$ cat src/rtl/stream_pkg.sv
// Shared stream types and widths for the audio sample path.
package stream_pkg;

  localparam int STREAM_DATA_W = 32;

  typedef struct packed {
    logic [STREAM_DATA_W-1:0] data;
    logic                     last;
  } beat_t;

endpackage

$ cat src/rtl/stream_fifo_mem.sv
// Storage array for stream_fifo: one synchronous write port, one asynchronous read port.
module stream_fifo_mem #(
  parameter int WIDTH = 33,
  parameter int DEPTH = 8,
  parameter int AW    = $clog2(DEPTH)
) (
  input  logic             clk,
  input  logic             wr_en,
  input  logic [AW-1:0]    wr_addr,
  input  logic [WIDTH-1:0] wr_data,
  input  logic [AW-1:0]    rd_addr,
  output logic [WIDTH-1:0] rd_data
);

  // Contents are deliberately left unreset; occupancy tracking makes stale entries invisible.
  logic [WIDTH-1:0] mem_q [DEPTH];

  always_ff @(posedge clk) begin
    if (wr_en) begin
      mem_q[wr_addr] <= wr_data;
    end
  end

  assign rd_data = mem_q[rd_addr];

endmodule

$ cat src/rtl/stream_fifo.sv
// Multi-entry valid/ready stream FIFO with first-word fall-through and a last delimiter.
// Optional store-and-forward packet mode is enabled by defining STREAM_FIFO_PKT_MODE_EN.
module stream_fifo
  import stream_pkg::*;
#(
  parameter int DATA_W = STREAM_DATA_W,
  parameter int DEPTH  = 8
) (
  input  logic                         clk,
  input  logic                         rst_n,
  input  logic                         s_valid,
  output logic                         s_ready,
  input  logic [DATA_W-1:0]            s_data,
  input  logic                         s_last,
  output logic                         m_valid,
  input  logic                         m_ready,
  output logic [DATA_W-1:0]            m_data,
  output logic                         m_last,
  output logic [$clog2(DEPTH+1)-1:0]   level,
  output logic [$clog2(DEPTH+1)-1:0]   pkt_count
);

  localparam int CNT_W = $clog2(DEPTH+1);
  localparam int AW    = $clog2(DEPTH);
  localparam logic [CNT_W-1:0] FULL_LEVEL = CNT_W'(DEPTH);

  logic [AW-1:0]    wr_ptr_q, wr_ptr_d;
  logic [AW-1:0]    rd_ptr_q, rd_ptr_d;
  logic [CNT_W-1:0] level_q, level_d;
  logic             s_ready_q, s_ready_d;
  logic             push, pop;
  logic [DATA_W:0]  rd_word;

  assign push = s_valid && s_ready_q;
  assign pop  = m_valid && m_ready;

  // s_ready looks at the post-update level, so a pop while full reopens the input one cycle later.
  always_comb begin
    wr_ptr_d  = wr_ptr_q;
    rd_ptr_d  = rd_ptr_q;
    if (push) begin
      wr_ptr_d = wr_ptr_q + AW'(1);
    end
    if (pop) begin
      rd_ptr_d = rd_ptr_q + AW'(1);
    end
    level_d   = level_q + CNT_W'(push) - CNT_W'(pop);
    s_ready_d = (level_d < FULL_LEVEL);
  end

  always_ff @(posedge clk) begin
    if (!rst_n) begin
      wr_ptr_q  <= '0;
      rd_ptr_q  <= '0;
      level_q   <= '0;
      s_ready_q <= 1'b0;
    end else begin
      wr_ptr_q  <= wr_ptr_d;
      rd_ptr_q  <= rd_ptr_d;
      level_q   <= level_d;
      s_ready_q <= s_ready_d;
    end
  end

  stream_fifo_mem #(
    .WIDTH (DATA_W + 1),
    .DEPTH (DEPTH),
    .AW    (AW)
  ) u_mem (
    .clk     (clk),
    .wr_en   (push),
    .wr_addr (wr_ptr_q),
    .wr_data ({s_last, s_data}),
    .rd_addr (rd_ptr_q),
    .rd_data (rd_word)
  );

  assign {m_last, m_data} = rd_word;
  assign s_ready          = s_ready_q;
  assign level            = level_q;

`ifdef STREAM_FIFO_PKT_MODE_EN
  logic [CNT_W-1:0] pkt_count_q, pkt_count_d;

  always_comb begin
    pkt_count_d = pkt_count_q + CNT_W'(push && s_last) - CNT_W'(pop && m_last);
  end

  always_ff @(posedge clk) begin
    if (!rst_n) begin
      pkt_count_q <= '0;
    end else begin
      pkt_count_q <= pkt_count_d;
    end
  end

  // A full FIFO with no complete packet drains cut-through so oversize packets cannot deadlock.
  assign m_valid   = (level_q != '0) && ((pkt_count_q != '0) || (level_q == FULL_LEVEL));
  assign pkt_count = pkt_count_q;
`else
  assign m_valid   = (level_q != '0);
  assign pkt_count = '0;
`endif

endmodule

$ cat config.mk
export PLATFORM = sky130hd
export DESIGN_NAME = stream_fifo
export DESIGN_NICKNAME = d
export VERILOG_FILES = /design/src/rtl/stream_pkg.sv /design/src/rtl/stream_fifo_mem.sv /design/src/rtl/stream_fifo.sv
export SDC_FILE = /design/constraint.sdc
export NUM_CORES = 1
export LEC_CHECK = 0
export BUFFER_PORTS_ARGS = -buffer_cell sky130_fd_sc_hd__buf_2
export CORE_AREA = 5 5 201 164
export DETAILED_ROUTE_END_ITERATION = 10
export DIE_AREA = 0 0 206 169
export PLACE_DENSITY_LB_ADDON = 0.05
export SETUP_SLACK_MARGIN = 0.15
export SLEW_MARGIN = 10
export SYNTH_ARGS = -nofsm -noshare
export SYNTH_HDL_FRONTEND = slang
export SYNTH_HIERARCHICAL = 1
export SYNTH_SLANG_ARGS = --single-unit
$ cat constraint.sdc
create_clock -name clk -period 3 [get_ports clk]
set_input_delay 0.3 -clock clk [delete_from_list [all_inputs] [get_ports clk]]
set_output_delay 0.3 -clock clk [all_outputs]
set_load 0.01 [all_outputs]
==> run_results.csv <==
group,metric,value,unit
synth,synthCells,457,
floorplan,num_rows,58,
grt,grt_pass1_wl,33.7,mm
clock_network,clk_latency,0.54,ns
timing,finalHoldViolations,0,
floorplan,io_pins,80,
timing,worst_slack,0.320,ns
clock_network,cts_tree,"built",
timing,rsz0062_at_grt,"no",
grt,grt.busiest_layer,"met2",
pwr,power.density,768,nW/um2
drt,drc,0,
timing,finalMaxSlewViolations,0,
pwr,swShare,24.4,%
floorplan,die_w,206,um
synth,synth-seq-cells,275,
timing,post-route-period-util,89.3,%
pwr,pwr-share-clk,35.5,%
worst_setup_path,critical_path_buf_inv_count,2,
drt,drt_pass1_iterations,6,
synth,ys_seq_area_share,77.0,%
flow_run,cap_violations,0,
drt,vias_per_cell,4.75,
timing,setup_viol,0,
hold_path,hp-class,"primary input to flip-flop",
place,dpl.hpwl,12.8,mm
final_layout,final_area,12600,um2
place,gp_routability_congestion,0.708,
worst_setup_path,worstSetupPathType,"flip-flop to output pin",
timing,setup_tns,0,ns
clock_network,htreeDepth,1,
floorplan,die_area,34800,um2
grt,grt_start_max_net_pins,34,
place,portBuffers,75,
worst_setup_path,cp_top_family,"multiplexers",
synth,yosys_warnings,6,
drt,routed_wl,22.4,mm
worst_setup_path,required,2.70,ns
pwr,comb_power_share,18.3,%
pwr,p_int,7310,uW
grt,met1_usage,18.9,%
floorplan,core-area,30800,um2
place,preCtsSetupSlack,0.674,ns
drt,route.vias.total,4777,
drt,initialDrtViolationCount,268,
place,placed_cell_area,11600,um2
worst_setup_path,cp_slowest_cell,"mux4_2",
final_layout,drive_gt1_share,40.9,%
final_layout,multi_input_area,2330,um2
worst_setup_path,rrSetupSlack,0.73,ns
pwr,p_leak,0.00404,uW
grt,grtUsageMet2,20.5,%
synth,ys_types,31,
worst_setup_path,cp_cell_sequence,"buf_4 > mux4_2 > mux2_2 > buf_2",
final_layout,syn_to_final_growth,19.0,%
final_layout,num-fill-cells,2743,
floorplan,die_y,169,um
timing,clock.fmax,373,MHz
timing,period_needed,2.68,ns
clock_network,root_buffer,"clkbuf_16",
final_layout,n_antenna_cell,0,
grt,grt.total_usage,13.0,%
clock_network,cts.sinks,275,
clock_network,clk_pin_slew,0.06,ns
outcome,outcome,"completed",
synth,synth_area,10600,um2
pwr,total_power,9670,uW
synth,synth.avg_cell_area,23.1,um2
grt,antenna_found_initial,3,
drt,wl_per_cell,22.3,um
worst_setup_path,critPathArrivalTime,2.38,ns
drt,antenna_left,0,
final_layout,finalNetCount,610,
grt,overflow,0,
floorplan,start_util,34.3,%
clock_network,cts_made_buffers,30,
grt,grt_util_met3,2.39,%
worst_setup_path,critPathCaptureType,"output pin",
worst_setup_path,cpPeakStageDelay,0.54,ns
grt,grt_pass1_vias,5141,
clock_network,clockBufferDepth,3,
final_layout,regArea,8160,um2
pwr,switchingPower,2360,uW
pwr,p_seq_share,46.2,%
worst_setup_path,path_max_fanout,13,
worst_setup_path,start_kind,"flip-flop",
timing,finalClockSkew,0.0150,ns
pwr,vdd_ir_drop_max,424,uV
-- cells by family (layout without fill, tap and decap cells) --
logic type / after synthesis / in the layout / synth area share, %
flops: 275 / 275 / 77.0
mux: 103 / 103 / 18.2
simple gates: 32 / 32 / 1.55
buf+inv: 30 / 155 / 1.63
fa+ha+maj: 8 / 8 / 1.02
compound gates: 5 / 5 / 0.308
xor+xnor: 3 / 3 / 0.249
other cells: 1 / 4 / 0.0355
-- what timing repair did --
item	CTS	global route
setup buffers	1	0
hold endpoints to repair	3	0
endpoints found under the setup margin	24	0
gates resized for setup	0	0
hold buffers	1	0
-- per-layer routing --
layer | share of wire [%] | up-vias
met4 | 2.1 | 6
met5 | 0.11 | -
met2 | 47 | 91
met3 | 3.9 | 39
li1 | - | 2114
met1 | 47 | 2527
-- power by group through the flow --
stage          Combinational (uW)  Clock (uW)  Sequential [uW]
4_1_cts                      1840        3550             4470
2_1_floorplan                1260           0             4480
3_3_place_gp                 1760           0             4580
3_5_place_dp                 1780           0             4580
5_1_grt                      1950        3720             4480
6_report                     1770        3440             4460
-- cell usage in the layout (no fill, tap or decap), types with 7 or more instances in the layout --
master / count
mux4_2: 60
clkbuf_16: 31
nand2_1: 9
mux2_2: 33
clkinv_1: 8
dfxtp_1: 8
buf_2: 75
inv_1: 7
buf_12: 7
buf_4: 12
ha_1: 7
edfxtp_1: 264
-- worst paths after layout --
check | from | endpoint | cells after the start
hold / removal | s_data[7] | u_mem/mem_q[1][7] | 1
setup reg to reg | level[2] | level[3] | 10
hold reg to reg | s_ready | wr_ptr_q[1] | 2
setup / recovery | rd_ptr_q[0] | m_data[10] | 4
-- Yosys cell counts --
library cell / number / area share, %
nor3b_2: 1 / 0.12
nand2_1: 9 / 0.32
a21boi_1: 1 / 0.071
nand2b_1: 5 / 0.30
mux2i_1: 4 / 0.38
o21ai_0: 1 / 0.047
buf_1: 1 / 0.035
nor2b_1: 1 / 0.059
ha_1: 7 / 0.83
xnor2_1: 2 / 0.17
mux4_2: 60 / 13
nand3_1: 2 / 0.095
a21o_1: 1 / 0.071
nor2_1: 6 / 0.21
inv_1: 7 / 0.25
conb_1: 1 / 0.035
a21oi_1: 1 / 0.047
clkbuf_1: 7 / 0.25
edfxtp_1: 264 / 75
mux2_2: 33 / 3.5
dfxtp_1: 11 / 2.1
and2_1: 5 / 0.30
a21boi_0: 1 / 0.071
buf_2: 6 / 0.28
fa_1: 1 / 0.19
buf_6: 5 / 0.53
xor2_1: 1 / 0.083
buf_4: 4 / 0.28
mux4_1: 6 / 1.5
or3_1: 1 / 0.059
nor3_1: 2 / 0.095
-- final cells by class --
| cell class | instances | share of cell area (%) |
|---|---|---|
| clock buffer | 36 | 6.31 |
| sequential | 275 | 64.8 |
| inverter | 7 | 0.209 |
| timing repair buffer | 96 | 5.01 |
| clock inverter | 16 | 0.974 |
| multi-input combinational | 155 | 18.5 |
| tap | 420 | 4.17 |
-- registers in the layout, indices dropped and copies added, names as in the netlist --
| register | cells |
|---|---|
| level | 4 |
| u_mem/mem_q | 264 |
| rd_ptr_q | 3 |
| s_ready | 1 |
| wr_ptr_q | 3 |
-- per-stage QoR --
| step | hold WS [ns] | instances | utilization [%] |
|---|---|---|---|
| floorplan | 0.399 | 460 | - |
| global placement | 0.533 | 951 | 37.8 |
| detailed placement | 0.554 | 951 | 37.8 |
| CTS | 0.00369 | 1005 | 40.8 |
| global route | 0.0107 | 1005 | 40.8 |
| finish | 0.0227 | 1005 | 40.8 |
Note: power is estimated with default switching activity, not from simulation.
